### src/rtl/pixel_capture_80x40.sv
// pixel_capture_80x40
//
// Captures an 80x40 window out of a pixel stream from a drawing engine and
// re-emits each in-window pixel as a write into a window-sized RAM. It
// stops on its own once every window location has been written.
//
// Ports
//   clk           rising-edge clock
//   resetn        asynchronous active-low reset
//   enable        level; high holds a capture session open, low aborts it
//   plot          pixel valid from the drawing side
//   x, y          screen coordinates of the offered pixel
//   colour        pixel colour
//   ready         pixel taken on an edge where plot and ready are both high
//   mem_address   window RAM write address, row-major, 0..W*H-1
//   mem_data      window RAM write data
//   mem_wren      one-cycle write strobe
//   capture_done  W*H writes issued; holds until enable drops
//   drop_count    accepted pixels that fell outside the window (saturates)
module pixel_capture_80x40 #(
  parameter int X0 = 39,
  parameter int Y0 = 39,
  parameter int W  = 80,
  parameter int H  = 40
) (
  input  logic        clk,
  input  logic        resetn,
  input  logic        enable,
  input  logic        plot,
  input  logic [7:0]  x,
  input  logic [6:0]  y,
  input  logic [8:0]  colour,
  output logic        ready,
  output logic [11:0] mem_address,
  output logic [8:0]  mem_data,
  output logic        mem_wren,
  output logic        capture_done,
  output logic [7:0]  drop_count
);

  typedef enum logic [1:0] {IDLE, CAPTURE, DONE} state_t;

  localparam int          DEPTH      = 4;
  localparam logic [11:0] LAST_WRITE = 12'(W * H - 1);
  // Bounds are one bit wider than the coordinates so X0+W / Y0+H cannot wrap.
  localparam logic [8:0]  X_LO       = 9'(X0);
  localparam logic [8:0]  X_HI       = 9'(X0 + W);
  localparam logic [7:0]  Y_LO       = 8'(Y0);
  localparam logic [7:0]  Y_HI       = 8'(Y0 + H);
  localparam logic [7:0]  X_OFF      = 8'(X0);
  localparam logic [6:0]  Y_OFF      = 7'(Y0);

  state_t      state_reg, state_next;

  // FIFO entries are {address, colour}.
  logic [20:0] entry_reg [DEPTH];
  logic [DEPTH-1:0] entry_we;
  logic [1:0]  wr_ptr_reg, rd_ptr_reg;
  logic [2:0]  count_reg;
  logic [11:0] wr_count_reg;
  logic [7:0]  drop_count_reg;

  logic        in_window;
  logic        accept;
  logic        push;
  logic        pop;
  logic [7:0]  dx;
  logic [6:0]  dy;
  logic [11:0] pix_addr;
  logic [20:0] head;

  // ------------------------------------------------------------------
  // Pixel classification and address generation
  // ------------------------------------------------------------------
  assign in_window = ({1'b0, x} >= X_LO) && ({1'b0, x} < X_HI) &&
                     ({1'b0, y} >= Y_LO) && ({1'b0, y} < Y_HI);

  assign dx = x - X_OFF;
  assign dy = y - Y_OFF;
  // Row stride of 80 built as 64 + 16 so no multiplier is inferred.
  assign pix_addr = ({5'd0, dy} << 6) + ({5'd0, dy} << 4) + {4'd0, dx};

  assign accept = plot && ready;
  // Gated by enable so nothing is queued or written on the aborting edge.
  assign push   = accept && in_window && enable;
  assign pop    = (state_reg == CAPTURE) && enable && (count_reg != 3'd0);
  assign head   = entry_reg[rd_ptr_reg];

  // ------------------------------------------------------------------
  // FSM
  // ------------------------------------------------------------------
  always_ff @(posedge clk or negedge resetn) begin
    if (!resetn) begin
      state_reg <= IDLE;
    end else begin
      state_reg <= state_next;
    end
  end

  always_comb begin
    state_next   = state_reg;
    ready        = 1'b0;
    capture_done = 1'b0;
    if (!enable) begin
      state_next = IDLE;
    end else begin
      unique case (state_reg)
        IDLE:    state_next = CAPTURE;
        // Finish on the edge that issues the last write.
        CAPTURE: if (pop && (wr_count_reg == LAST_WRITE)) state_next = DONE;
        DONE:    state_next = DONE;
        default: state_next = IDLE;
      endcase
    end
    ready        = (state_reg == CAPTURE) && (count_reg != 3'(DEPTH));
    capture_done = (state_reg == DONE);
  end

  // ------------------------------------------------------------------
  // FIFO storage: one write enable per slot
  // ------------------------------------------------------------------
  for (genvar gi = 0; gi < DEPTH; gi++) begin : g_entry_we
    assign entry_we[gi] = push && (wr_ptr_reg == 2'(gi));
  end

  always_ff @(posedge clk or negedge resetn) begin
    if (!resetn) begin
      for (int i = 0; i < DEPTH; i++) entry_reg[i] <= '0;
    end else begin
      for (int i = 0; i < DEPTH; i++) begin
        if (entry_we[i]) entry_reg[i] <= {pix_addr, colour};
      end
    end
  end

  // ------------------------------------------------------------------
  // FIFO control, write stage and counters
  // ------------------------------------------------------------------
  always_ff @(posedge clk or negedge resetn) begin
    if (!resetn) begin
      wr_ptr_reg     <= '0;
      rd_ptr_reg     <= '0;
      count_reg      <= '0;
      wr_count_reg   <= '0;
      drop_count_reg <= '0;
      mem_wren       <= 1'b0;
      mem_address    <= '0;
      mem_data       <= '0;
    end else if (!enable) begin
      // Session abort / idle: everything back to empty, no strobe.
      wr_ptr_reg     <= '0;
      rd_ptr_reg     <= '0;
      count_reg      <= '0;
      wr_count_reg   <= '0;
      drop_count_reg <= '0;
      mem_wren       <= 1'b0;
    end else begin
      mem_wren <= pop;
      if (pop) begin
        mem_address  <= head[20:9];
        mem_data     <= head[8:0];
        wr_count_reg <= wr_count_reg + 12'd1;
      end

      if (accept && !in_window && (drop_count_reg != 8'hFF)) begin
        drop_count_reg <= drop_count_reg + 8'd1;
      end

      if (state_next != CAPTURE) begin
        // Entering DONE throws away anything still queued.
        wr_ptr_reg <= '0;
        rd_ptr_reg <= '0;
        count_reg  <= '0;
      end else begin
        if (push) wr_ptr_reg <= wr_ptr_reg + 2'd1;
        if (pop)  rd_ptr_reg <= rd_ptr_reg + 2'd1;
        count_reg <= count_reg + {2'd0, push} - {2'd0, pop};
      end
    end
  end

  assign drop_count = drop_count_reg;

endmodule
### config.mk
export PLATFORM = sky130hd
export DESIGN_NAME = pixel_capture_80x40
export DESIGN_NICKNAME = d
export VERILOG_FILES = /design/src/rtl/pixel_capture_80x40.sv
export SDC_FILE = /design/constraint.sdc
export NUM_CORES = 1
export LEC_CHECK = 0
export BUFFER_PORTS_ARGS = -buffer_cell sky130_fd_sc_hd__buf_4
export CAP_MARGIN = 10
export CORE_AREA = 4 4 121 123
export CTS_CLUSTER_SIZE = 40
export DETAILED_ROUTE_END_ITERATION = 8
export DIE_AREA = 0 0 125 127
export HOLD_SLACK_MARGIN = 0.1
export PLACE_DENSITY = 0.7
export SLEW_MARGIN = 20
export SYNTH_ARGS = -nofsm -noshare
export SYNTH_HDL_FRONTEND = slang
export SYNTH_SLANG_ARGS = --single-unit
### constraint.sdc
create_clock -name clk -period 3.85 [get_ports clk]
set_input_delay 0.1925 -clock clk [delete_from_list [all_inputs] [get_ports clk]]
set_output_delay 0.1925 -clock clk [all_outputs]
set_load 0.005 [all_outputs]
* Word-level counts from Yosys, hierarchy flattened
Cells that the tools add are included.
** Cells by class
- Add/subtract/negate cells :: 10
- Order comparisons :: 5
- Equality and inequality tests :: 13
- Mux-type cells :: 19
- Bitwise logic cells :: 1
- Reduce and logical (&&, ||, !) cells :: 21
** Operator list (count)
- 21-bit binary-select mux with 2-bit select :: 1
- 21-bit two-way mux :: 2
- 12-bit two-way mux :: 2
- 1-bit logical AND :: 16
- 2-bit two-way mux :: 8
- 8-bit two-way mux :: 2
- 12-bit by 1-bit adder with 12-bit output (second input constant) :: 1
- 12-bit by 11-bit adder with 12-bit output :: 1
- 12-bit by 8-bit adder with 12-bit output :: 1
- 12-bit == test (second input constant) :: 1
- 8-bit by 1-bit adder with 8-bit output (second input constant) :: 1
- 8-bit by 6-bit greater-or-equal comparator with 1-bit output (second input constant) :: 1
- 8-bit by 7-bit less-than comparator with 1-bit output (second input constant) :: 1
- 8-bit != test (second input constant) :: 1
- 8-bit by 6-bit subtractor with 8-bit output (second input constant) :: 1
- 7-bit by 6-bit greater-or-equal comparator with 1-bit output (second input constant) :: 1
- 7-bit less-than comparator (second input constant) :: 1
- 7-bit by 6-bit subtractor with 7-bit output (second input constant) :: 1
- 2-bit == test (second input constant) :: 3
- 3-bit two-way mux :: 2
- 2-bit by 1-bit != test with 1-bit output (second input constant) :: 3
- 3-bit by 1-bit != test with 1-bit output (second input constant) :: 2
- 2-bit one-hot mux with 3 select lines :: 1
- 2-bit by 1-bit adder with 2-bit output (second input constant) :: 2
- other kinds (11) :: 13
** Storage, ports and cells
- Flip-flop bits (word level) :: 135
- Bits of input ports :: 28
- Output and inout port bits :: 32
- Logic and storage cells :: 82

* Longest topological paths before layout
Gate-level depths: netlist (run 1).
- Depth after elaboration :: 10
- Depth in mapped cells :: 15
- Mapped depth without buffers :: 13

* Worst setup path after synthesis (run 1)
Ideal clock, no wire load.
- Path kind :: input port to flip-flop
- From :: in x[0]
- To :: reg entry_reg[20] (netlist name)
- Library setup time :: 0.130 ns
- Data arrival time :: 2.704 ns
- Data required time :: 3.720 ns
- Slack :: 1.016 ns
- Stages on the path :: 12
- Buffers on the path :: 0
- Cell sequence :: ha_1 > a211o_1 > nand2_1 > xnor2_1 > fa_1 > inv_1 > fa_1 > a211oi_1 > o21ai_0 > a21oi_1 > xnor2_1 > o21ai_0
** Between the ends
- Cells in the longest elaborated chain, start to end :: 7
- Elaborated cells on any way between the ends :: 10
- Those cells by class :: 2 x add/sub; 2 x order compare; 6 x reduce/logical
** Ends and longest elaborated chain
- from (decl) :: RTL line 30 : input logic [7:0] x,
- branches (longest 7 deep; another with 12-bit by 8-bit adder with 12-bit output)
- to (signal, indexed assignment) :: RTL line 131 : if (entry_we[i]) entry_reg[i] <= {pix_addr, colour};
- to (decl) :: RTL line 56 : logic [20:0] entry_reg [DEPTH];
Parallel ways; which one is timed is not known.
A chain may end at the register's enable or synchronous reset.

* Final worst setup path (run 1)
- From :: in x[0]
- To :: reg entry_reg[83] (netlist name)
The elaborated chain is that of the path after synthesis.

==> reports/metrics.yaml, run 1 <==
placement:
  portBuffers: 59
  gp_routability_congestion: 0.845
  dp_cells: 758
  place_hpwl_um: 9500
  dp_slack_ns: 0.509
clock_network:
  cts_setup_buffers: 0
  clk_pin_slew_worst_paths_ns: 0.06
  clkLatencyLatePin_ns: 0.41
  tritoncts: "done"
  clockBufferDepth: 2
  numCtsBuffers: 17
  cts.sinks: 135
  cts_resized: 0
  cts-root-buf: "clkbuf_16"
  cts_max_level: 4
logic_synthesis:
  synth_cell_types: 50
  synth.net_count: 591
  synth_ff_type: "dfrtp_1"
  async_flop_share_pct: 100
  syn_area_um2: 6620
  yosys-top-cells-area: "dfrtp_1 (51%), mux2_2 (12%), mux4_2 (7.1%)"
  synth_cells: 538
  synth_seq_cells: 135
  ys_warn_count: 0
  postSynthAreaPerCell_um2: 12.3
  yosysMostFrequentCell: "dfrtp_1"
  yosysTopAreaCell: "dfrtp_1"
  ys_seq_area_share_pct: 51.0
  synth_edf_count: 0
  synth_top_area_share_pct: 51.0
  synth_commonest_cells: "dfrtp_1 (135), mux2_2 (73), nand2_1 (55), o21ai_0 (41), nor2_1 (24)"
final_layout:
  stdcell_count: 801
  num_antenna_cells: 0
  largest_reg_flops: 84
  area_delta_synth_final_pct: 20.1
  nets: 661
  layout-drive-gt1-share_pct: 32.0
grt:
  grt_pass1_vias: 4813
  antenna_found_initial: 0
  gr-total-overflow: 0
  grt_max_degree: 67
  grt_pass1_wl_um: 24200
  grt_usage_pct: 18.9
drt:
  drc: 0
  ant_nets: 0
  drt_first_pass_iters: 4
  drt-total-wl_um: 14100
  drtIter0Drc: 290
  num_vias: 4416
  wire_per_inst_um: 17.6
  vias_per_cell: 5.51
flow_run:
  max_cap_violations: 0
worst_setup_path:
  rr_endpoint: "count_reg[2]"
  reg2reg_from: "state_reg[1]"
  crit_arrival_ns: 3.74
  required_ns: 4.09
  path_class: "in2reg"
  endpoint_kind: "flop"
  r2r_setup_slack_ns: 1.02
  path_max_fanout: 6
  cpPeakStageDelay_ns: 0.54
  reg2reg_depth: 12
  cp_slowest_cell: "dlygate4sd3_1"
  cp_cell_sequence: "dlygate4sd3_1 -> buf_4 -> ha_1 -> a211o_1 -> nand2_1 -> xnor2_1 -> fa_1 -> inv_1 -> fa_1 -> a211oi_1 -> o21ai_0 -> a21oi_1 -> xnor2_1 -> o21ai_0"
  start_kind: "primary input"
power_and_ir_drop:
  vdd_drop_max_uv: 356
  p_total_mw: 4.02
  p_leak_nw: 3.74
  pwr_density_cell_nw_per_um2: 505
timing:
  maxSlewViolCount: 0
  slew_headroom_pct: 22.3
  fmax_ghz: 0.285
  finalCriticalPeriod_ns: 3.50
  worst_pin_slew_ns: 1.17
  setup_viol: 0
  tns_ns: 0
  rsz0062_at_grt: "no"
  finalCritPeriodShare_pct: 91.0
  fin_skew_ns: 0.00809
  worst_slack_ns: 0.346
  hold_violations: 0
hold_path:
  min_from: "enable"
  hold_depth: 3
  hold_end: "drop_count[0]"
  hp-class: "in2reg"
floorplanning:
  pin_count: 60
  die_area_um2: 15900
  fp.dieW_um: 125
  rows: 43
  initial_core_util_pct: 48.5
  design.core.area_um2: 13700
  dieHeight_um: 127
status:
  status: "finished clean"
==> placed cells by master (no fill, tap or decap), types with 2 or more instances in the layout <==
cell           count
clkbuf_16         17
a311oi_1           2
inv_1             22
fa_1               4
dfrtp_1          135
mux2_2            73
a21o_1             3
xor2_1             9
inv_8              6
xnor2_1           18
nand2_1           55
nor4_1             6
nand4_1            2
nand3_1           13
mux4_2            21
mux2i_1            7
nand2b_1           4
nor2_1            24
or3_1              3
nor3b_1            5
buf_4             65
nor3_1             6
o2111a_1           3
inv_6              6
ha_1              21
and3_1             2
o2111ai_4          4
o21ai_0           41
dlygate4sd3_1     11
a21oi_1           10
==> worst max-delay path: cells and delay by family <==
kind	cells	cell delay, ns
compound gates	5	1.13
xor+xnor	2	0.31
buf+inv	3	0.77
simple gates	1	0.09
fa+ha+maj	3	1.24
==> area by class of cell <==
type | count | area, um2
clock buffer | 17 | 425
multi-input combinational | 355 | 3090
sequential | 135 | 3380
clock inverter | 15 | 150
timing repair buffer | 76 | 598
fill | 1143 | 5710
tap | 180 | 225
inverter | 23 | 86.3
==> through the flow <==
step / util, % / area, um2 / hold slack, ns
final: 58.2 / 7950 / 0.166
after global routing: 58.2 / 7950 / 0.174
after CTS: 58.2 / 7950 / 0.153
after detailed placement: 53.2 / 7270 / 0.346
after global placement: 53.2 / 7270 / 0.335
after floorplan: - / 6620 / -0.103
==> worst max-delay path by stage <==
stage / startpoint / end / slack [ns] / cells after the start
final: x[0] / entry_reg[83] / 0.35 / 14
after global routing: x[0] / entry_reg[83] / 0.19 / 14
after CTS: x[0] / entry_reg[83] / 0.36 / 14
after detailed placement: x[0] / entry_reg[83] / 0.51 / 13
after global placement: y[0] / count_reg[2] / 0.58 / 14
after floorplan: x[0] / entry_reg[20] / 1.02 / 12
==> where the power goes <==
part	switching, mW	total, mW	internal (mW)
Combinational	0.378	0.785	0.407
Clock	0.692	1.56	0.867
Sequential	0.105	1.67	1.57
==> cell families after synthesis <==
kind of cell | count (synthesis) | share of synthesized area, %
simple gates | 130 | 9.34
fa+ha+maj | 25 | 5.18
flops | 135 | 51.0
compound gates | 72 | 7.26
xor+xnor | 27 | 3.57
mux | 101 | 20.6
buf+inv | 48 | 3.02
==> timing repair <==
action,4_1_cts,5_1_grt
setup endpoints to repair,0,0
hold buffers,11,0
hold endpoints to repair,104,0
==> routing by layer <==
layer / track usage [%] / part of all wire (%) / up-vias
li1: - / - / 2077
met1: 24.4 / 43 / 2223
met2: 32.3 / 52 / 100
met3: 4.43 / 3.9 / 16
met4: 5.29 / 1.2 / 0
met5: 0 / 0 / -
Power figures use the tool's default switching activity.
==> inputs of run 2 (changes only) <==
CORE_AREA = 2 2 119 121   (was 4 4 121 123)
DIE_AREA = 0 0 121 123   (was 0 0 125 127)
==> run 2 against run 1 <==
Effect of this change:
- clock skew shrank 0.0036 ns
- wire length up 1.1%
- utilization is 0.79 points higher
- sequential power is essentially flat
- die area down 6.2%
- via count is 1.8% higher
- largest power group is now clock
- total power grew 5.1%
- hold slack worse by 0.0080 ns
- critical endpoint is now count_reg[2]
- largest cell class unchanged
==> reports/metrics.yaml, run 2 (same netlist as run 1, synthesis figures left out) <==
clock_network:
  clk_pin_slew_worst_paths_ns: 0.06  # about the same
  clockBufferDepth: 2  # unchanged
  clkLatencyLatePin_ns: 0.42  # about the same
  cts_max_level: 4  # unchanged
  numCtsBuffers: 17  # unchanged
  cts.sinks: 135  # unchanged
  tritoncts: "done"
  cts-root-buf: "clkbuf_16"
final_layout:
  nets: 665  # +0.61%
  layout-drive-gt1-share_pct: 32.6  # +0.59 points
  num_antenna_cells: 0  # unchanged
  fill_cells: 1075  # -5.9%
  largest_reg_flops: 84  # unchanged
  final_common_cell: "dfrtp_1"
  layout_common_cells: "dfrtp_1 (134), mux2_2 (73), buf_4 (69)"
  area_delta_synth_final_pct: 21.2
timing:
  fmax_ghz: 0.294  # +3.1%
  setup_viol: 0  # unchanged
  hold_violations: 0  # unchanged
  rsz0062_at_grt: "no"
  finalCriticalPeriod_ns: 3.40  # -0.106 ns
  finalCritPeriodShare_pct: 88.3  # -2.8 points
  slew_headroom_pct: 26.9  # +4.6 points
  hold_ws_ns: 0.158  # -0.00796 ns
  worst_slack_ns: 0.452  # +0.106 ns
  maxSlewViolCount: 0  # unchanged
  fin_skew_ns: 0.00445  # -0.00364 ns
  worst_pin_slew_ns: 1.10  # -0.0687 ns
  tns_ns: 0  # unchanged
grt:
  grt_pass1_vias: 4655  # -3.3%
  use_met1_pct: 27.2  # +2.9 points
  grt_use_met2_pct: 32.7  # +0.32 points
  grt_max_degree: 76  # +13%
  gr-total-overflow: 0  # unchanged
  busiest_layer: "met2"
  grt_pass1_wl_um: 23500  # -2.9%
  grt_usage_pct: 20.6  # +1.7 points
  met3_usage_pct: 4.80  # +0.37 points
  antenna_found_initial: 0  # unchanged
placement:
  portBuffers: 59  # unchanged
  dp_slack_ns: 0.638  # +0.130 ns
  gp_routability_congestion: 0.898  # +6.2%
  place_hpwl_um: 9550  # +0.48%
drt:
  drt-total-wl_um: 14200  # +1.1%
  wire_per_inst_um: 17.7  # +0.58%
  ant_nets: 0  # unchanged
  num_vias: 4495  # +1.8%
  vias_per_cell: 5.58  # +1.3%
  drtIter0Drc: 296  # +2.1%
  drt_first_pass_iters: 4  # unchanged
  drc: 0  # unchanged
worst_setup_path:
  endpoint_kind: "flop"
  path_max_fanout: 7  # +1
  cpPeakStageDelay_ns: 0.53  # about the same
  crit_arrival_ns: 3.69  # -0.05 ns
  reg2reg_from: "count_reg[1]"
  startpoint: "x[0]"
  reg2reg_depth: 12  # unchanged
  r2r_setup_slack_ns: 0.79  # -0.23 ns
  path_class: "in2reg"
  cpMostUsedCell: "ha_1"
  cp_slowest_cell: "dlygate4sd3_1"
  start_kind: "primary input"
  cp_cell_sequence: "dlygate4sd3_1 -> buf_4 -> ha_1 -> a21o_1 -> a41oi_2 -> o2111a_1 -> nand2_1 -> ha_1 -> inv_1 -> ha_1 -> inv_1 -> fa_1 -> xor2_1 -> xnor2_1 -> nor2_1"
  required_ns: 4.14  # +0.05 ns
  rr_endpoint: "count_reg[2]"
  cp-endpoint: "count_reg[2]"
power_and_ir_drop:
  switching_share_pct: 25.4  # -3.9 points
  seq_power_share_pct: 40.0  # -1.6 points
  clock_power_share_pct: 42.2  # +3.4 points
  intPower_mw: 3.15  # +11%
  p_leak_nw: 3.78  # +1.1%
  pwr_density_cell_nw_per_um2: 526  # +4.1%
  vdd_drop_max_uv: 308  # -13%
  combPwrFrac_pct: 17.8  # -1.7 points
  switching_power_mw: 1.07  # -8.8%
floorplanning:
  dieHeight_um: 123  # -3.1%
  design.core.area_um2: 13600  # -0.39%
  pin_count: 60  # unchanged
  die_area_um2: 14900  # -6.2%
  initial_core_util_pct: 48.6  # +0.19 points
  fp.dieW_um: 121  # -3.2%
  rows: 43  # unchanged
hold_path:
  min_from: "enable"
  hp-class: "in2reg"
status:
  status: "finished clean"
flow_run:
  max_cap_violations: 0  # unchanged
[run 2: timing repair]
action                                 in CTS  in global routing
endpoints found under the hold margin     113                  0
buffers inserted                            0                  0
resized for setup                           0                  0
hold buffers                               11                  0
[run 2: power by group through the flow]
stage | clock [mW] | sequential (mW) | combinational [mW]
3_5_place_dp | 0 | 1.71 | 0.747
2_1_floorplan | 0 | 1.66 | 0.498
6_report | 1.78 | 1.69 | 0.751
5_1_grt | 1.86 | 1.71 | 0.832
3_3_place_gp | 0 | 1.71 | 0.720
4_1_cts | 1.80 | 1.69 | 0.760
[run 2: area by class of cell]
| cell class | instances | area, um2 | share of cell area [%] |
|---|---|---|---|
| clock buffer | 19 | 453 | 5.64 |
| clock inverter | 13 | 201 | 2.51 |
| inverter | 23 | 86.3 | 1.08 |
| multi-input combinational | 355 | 3050 | 38.0 |
| sequential | 135 | 3380 | 42.1 |
| tap | 180 | 225 | 2.81 |
| timing repair buffer | 80 | 628 | 7.82 |
[run 2: how the worst min path moves through the flow]
stage	endpoint	cells past startpoint	slack (ns)
3_5_place_dp	drop_count[5]	1	0.38
4_1_cts	drop_count[0]	3	0.13
2_1_floorplan	count_reg[0]	0	-0.10
6_report	drop_count[0]	3	0.16
5_1_grt	drop_count[2]	3	0.16
3_3_place_gp	drop_count[5]	1	0.38
[run 2: through the flow]
step           instance area (um2)  power, mW  util (%)  std cells
2_1_floorplan                 6620       2.16         -        538
5_1_grt                       8030       4.40      59.0        805
3_3_place_gp                  7250       2.43      53.3        762
3_5_place_dp                  7250       2.46      53.3        762
4_1_cts                       8020       4.26      58.9        805
6_report                      8030       4.22      59.0        805
[run 2: routing by layer]
metal / routed length, um / part of all wire, %
met5: 0 / 0
met4: 244 / 1.7
met3: 686 / 4.8
met2: 6980 / 49
met1: 6320 / 44
[run 2: critical path, delay by kind of cell]
family | cells | cell delay, ns
simple gates | 2 | 0.17
buf+inv | 4 | 0.79
fa+ha+maj | 4 | 1.04
compound gates | 3 | 1.15
xor+xnor | 2 | 0.35
==> inputs of run 3 (changes only) <==
CELL_PAD_IN_SITES_DETAIL_PLACEMENT = 1   (was not set)
CELL_PAD_IN_SITES_GLOBAL_PLACEMENT = 2   (was not set)
CORE_AREA = 2 2 131 133   (was 2 2 119 121)
CTS_CLUSTER_DIAMETER = 80   (was not set)
DIE_AREA = 0 0 133 135   (was 0 0 121 123)
PLACE_DENSITY = 0.81   (was 0.7)
==> run 3 against run 2 <==
Effect of this change:
- sequential power barely moved
- clock power fell by 8%
- final area barely moved
- sequential share of layout area barely moved
- combinational power rose by 4.7%
- non-clock buffer count fell by 5
- critical path type unchanged
==> reports/metrics.yaml, run 3 (same netlist as run 1, synthesis figures left out) <==
status:
  status: "finished clean"
clock_network:
  cts-root-buf: "clkbuf_16"
  clk_pin_slew_worst_paths_ns: 0.06  # about the same
  cts_max_level: 4  # unchanged
  tritoncts: "done"
  cts_resized: 0  # unchanged
  cts.sinks: 135  # unchanged
  numCtsBuffers: 17  # unchanged
  cts_setup_buffers: 0  # unchanged
  clockBufferDepth: 2  # unchanged
  clkLatencyLatePin_ns: 0.41  # about the same
worst_setup_path:
  required_ns: 4.10  # -0.04 ns
  endpoint_kind: "flop"
  start_kind: "primary input"
  path_max_fanout: 6  # -1
  path_class: "in2reg"
  crit_arrival_ns: 3.69  # about the same
timing:
  setup_viol: 0  # unchanged
  rsz0062_at_grt: "no"
  worst_pin_slew_ns: 0.980  # -0.117 ns
  maxSlewViolCount: 0  # unchanged
  fmax_ghz: 0.291  # -1.3%
  finalCritPeriodShare_pct: 89.4  # +1.1 points
  tns_ns: 0  # unchanged
  hold_violations: 0  # unchanged
  slew_headroom_pct: 34.7  # +7.8 points
  worst_slack_ns: 0.408  # -0.0440 ns
  fin_skew_ns: 0.00630  # +0.00185 ns
  finalCriticalPeriod_ns: 3.44  # +0.0440 ns
drt:
  drtIter0Drc: 139  # -53%
  vias_per_cell: 5.24  # -6.1%
  wire_per_inst_um: 18.8  # +6.4%
  ant_nets: 0  # unchanged
  drt_first_pass_iters: 4  # unchanged
  drt-total-wl_um: 15800  # +11%
  num_vias: 4400  # -2.1%
  drc: 0  # unchanged
final_layout:
  layout-drive-gt1-share_pct: 31.8  # -0.81 points
  fill_cells: 1688  # +57%
  nets: 660  # -0.75%
  layout_common_cells: "dfrtp_1 (134), mux2_2 (73), buf_4 (63)"
  largest_reg_flops: 84  # unchanged
  num_antenna_cells: 0  # unchanged
  final_common_cell: "dfrtp_1"
  area_delta_synth_final_pct: 21.1  # about the same
  stdcell_area_um2: 8020  # about the same
placement:
  place_area_um2: 7310  # +0.85%
  gp_routability_congestion: 0.797  # -11%
  portBuffers: 59  # unchanged
  place_hpwl_um: 10600  # +11%
  dp_slack_ns: 0.424  # -0.215 ns
power_and_ir_drop:
  p_total_mw: 4.11  # -2.5%
  vdd_drop_max_uv: 295  # -4.2%
  p_leak_nw: 3.74  # -1.3%
  pwr_density_cell_nw_per_um2: 513  # -2.4%
grt:
  grt_usage_pct: 18.9  # -1.7 points
  antenna_found_initial: 0  # unchanged
  grt_max_degree: 102  # +34%
  grt_pass1_wl_um: 26100  # +11%
  grt_pass1_vias: 4966  # +6.7%
  gr-total-overflow: 0  # unchanged
floorplanning:
  die_area_um2: 18000  # +21%
  design.core.area_um2: 16400  # +21%
  initial_core_util_pct: 40.4  # -8.3 points
  pin_count: 60  # unchanged
  rows: 47  # +9.3%
  fp.dieW_um: 133  # +9.9%
  dieHeight_um: 135  # +9.8%
flow_run:
  max_cap_violations: 0  # unchanged
hold_path:
  hp-class: "in2reg"
run 3: cell count changes in the layout (fill, tap and decap cells not counted), sizes merged:
cell / change
buf: -5
clkinv: +1
bufinv: -2
run 3: worst max-delay path: stages:
cell,delay (ns)
dlygate4sd3_1,0.53
buf_4,0.16
ha_1,0.23
a211o_1,0.34
nand2_1,0.09
xnor2_1,0.08
fa_1,0.52
inv_1,0.08
fa_1,0.48
a211oi_1,0.30
o21ai_0,0.13
a21oi_1,0.21
xnor2_1,0.21
o21ai_0,0.13
run 3: report_power, final:
group | leakage [nW] | switching [mW] | internal, mW
clock | 0.285 | 0.609 | 1.03
sequential | 1.85 | 0.121 | 1.57
combinational | 1.60 | 0.380 | 0.406
run 3: area by class of cell:
cell class              count  area [um2]  area share [%]
well taps                 220         275            3.43
clock inverters            12         154            1.92
multi-input cells         355        3090            38.5
repair buffers             75         594            7.41
inverters                  23        86.3            1.08
clock buffers              19         443            5.52
flip-flops and latches    135        3380            42.1
run 3: final timing paths:
path                                  to  cells past startpoint  slack (ns)     startpoint
max                        entry_reg[83]                     14        0.41           x[0]
min                        drop_count[5]                      3        0.16         enable
max reg2reg                 count_reg[2]                     12        0.92   state_reg[1]
min reg2reg                entry_reg[37]                      2        0.48  entry_reg[37]
max in group asynchronous  entry_reg[27]                      3        2.32         resetn
min in group asynchronous  drop_count[5]                      2        0.46         resetn
run 3: per-stage QoR:
stage                     cells  hold slack (ns)  utilization [%]
after floorplan             538           -0.103                -
after global placement      797            0.359             44.6
after detailed placement    797            0.383             44.6
after CTS                   839            0.152             48.9
after global routing        839            0.170             48.9
final                       839            0.164             48.9
run 3: what timing repair did:
action,CTS,global route
endpoints found under the setup margin,0,0
hold buffers,11,0
hold endpoints to repair,140,0
run 3: layer usage:
metal	GRT usage (%)	up-vias	routed length, um
met4	6.39	0	175
met1	24.4	2272	7290
met2	31.8	57	7890
li1	-	2059	-
met5	0	-	0
met3	3.98	12	422
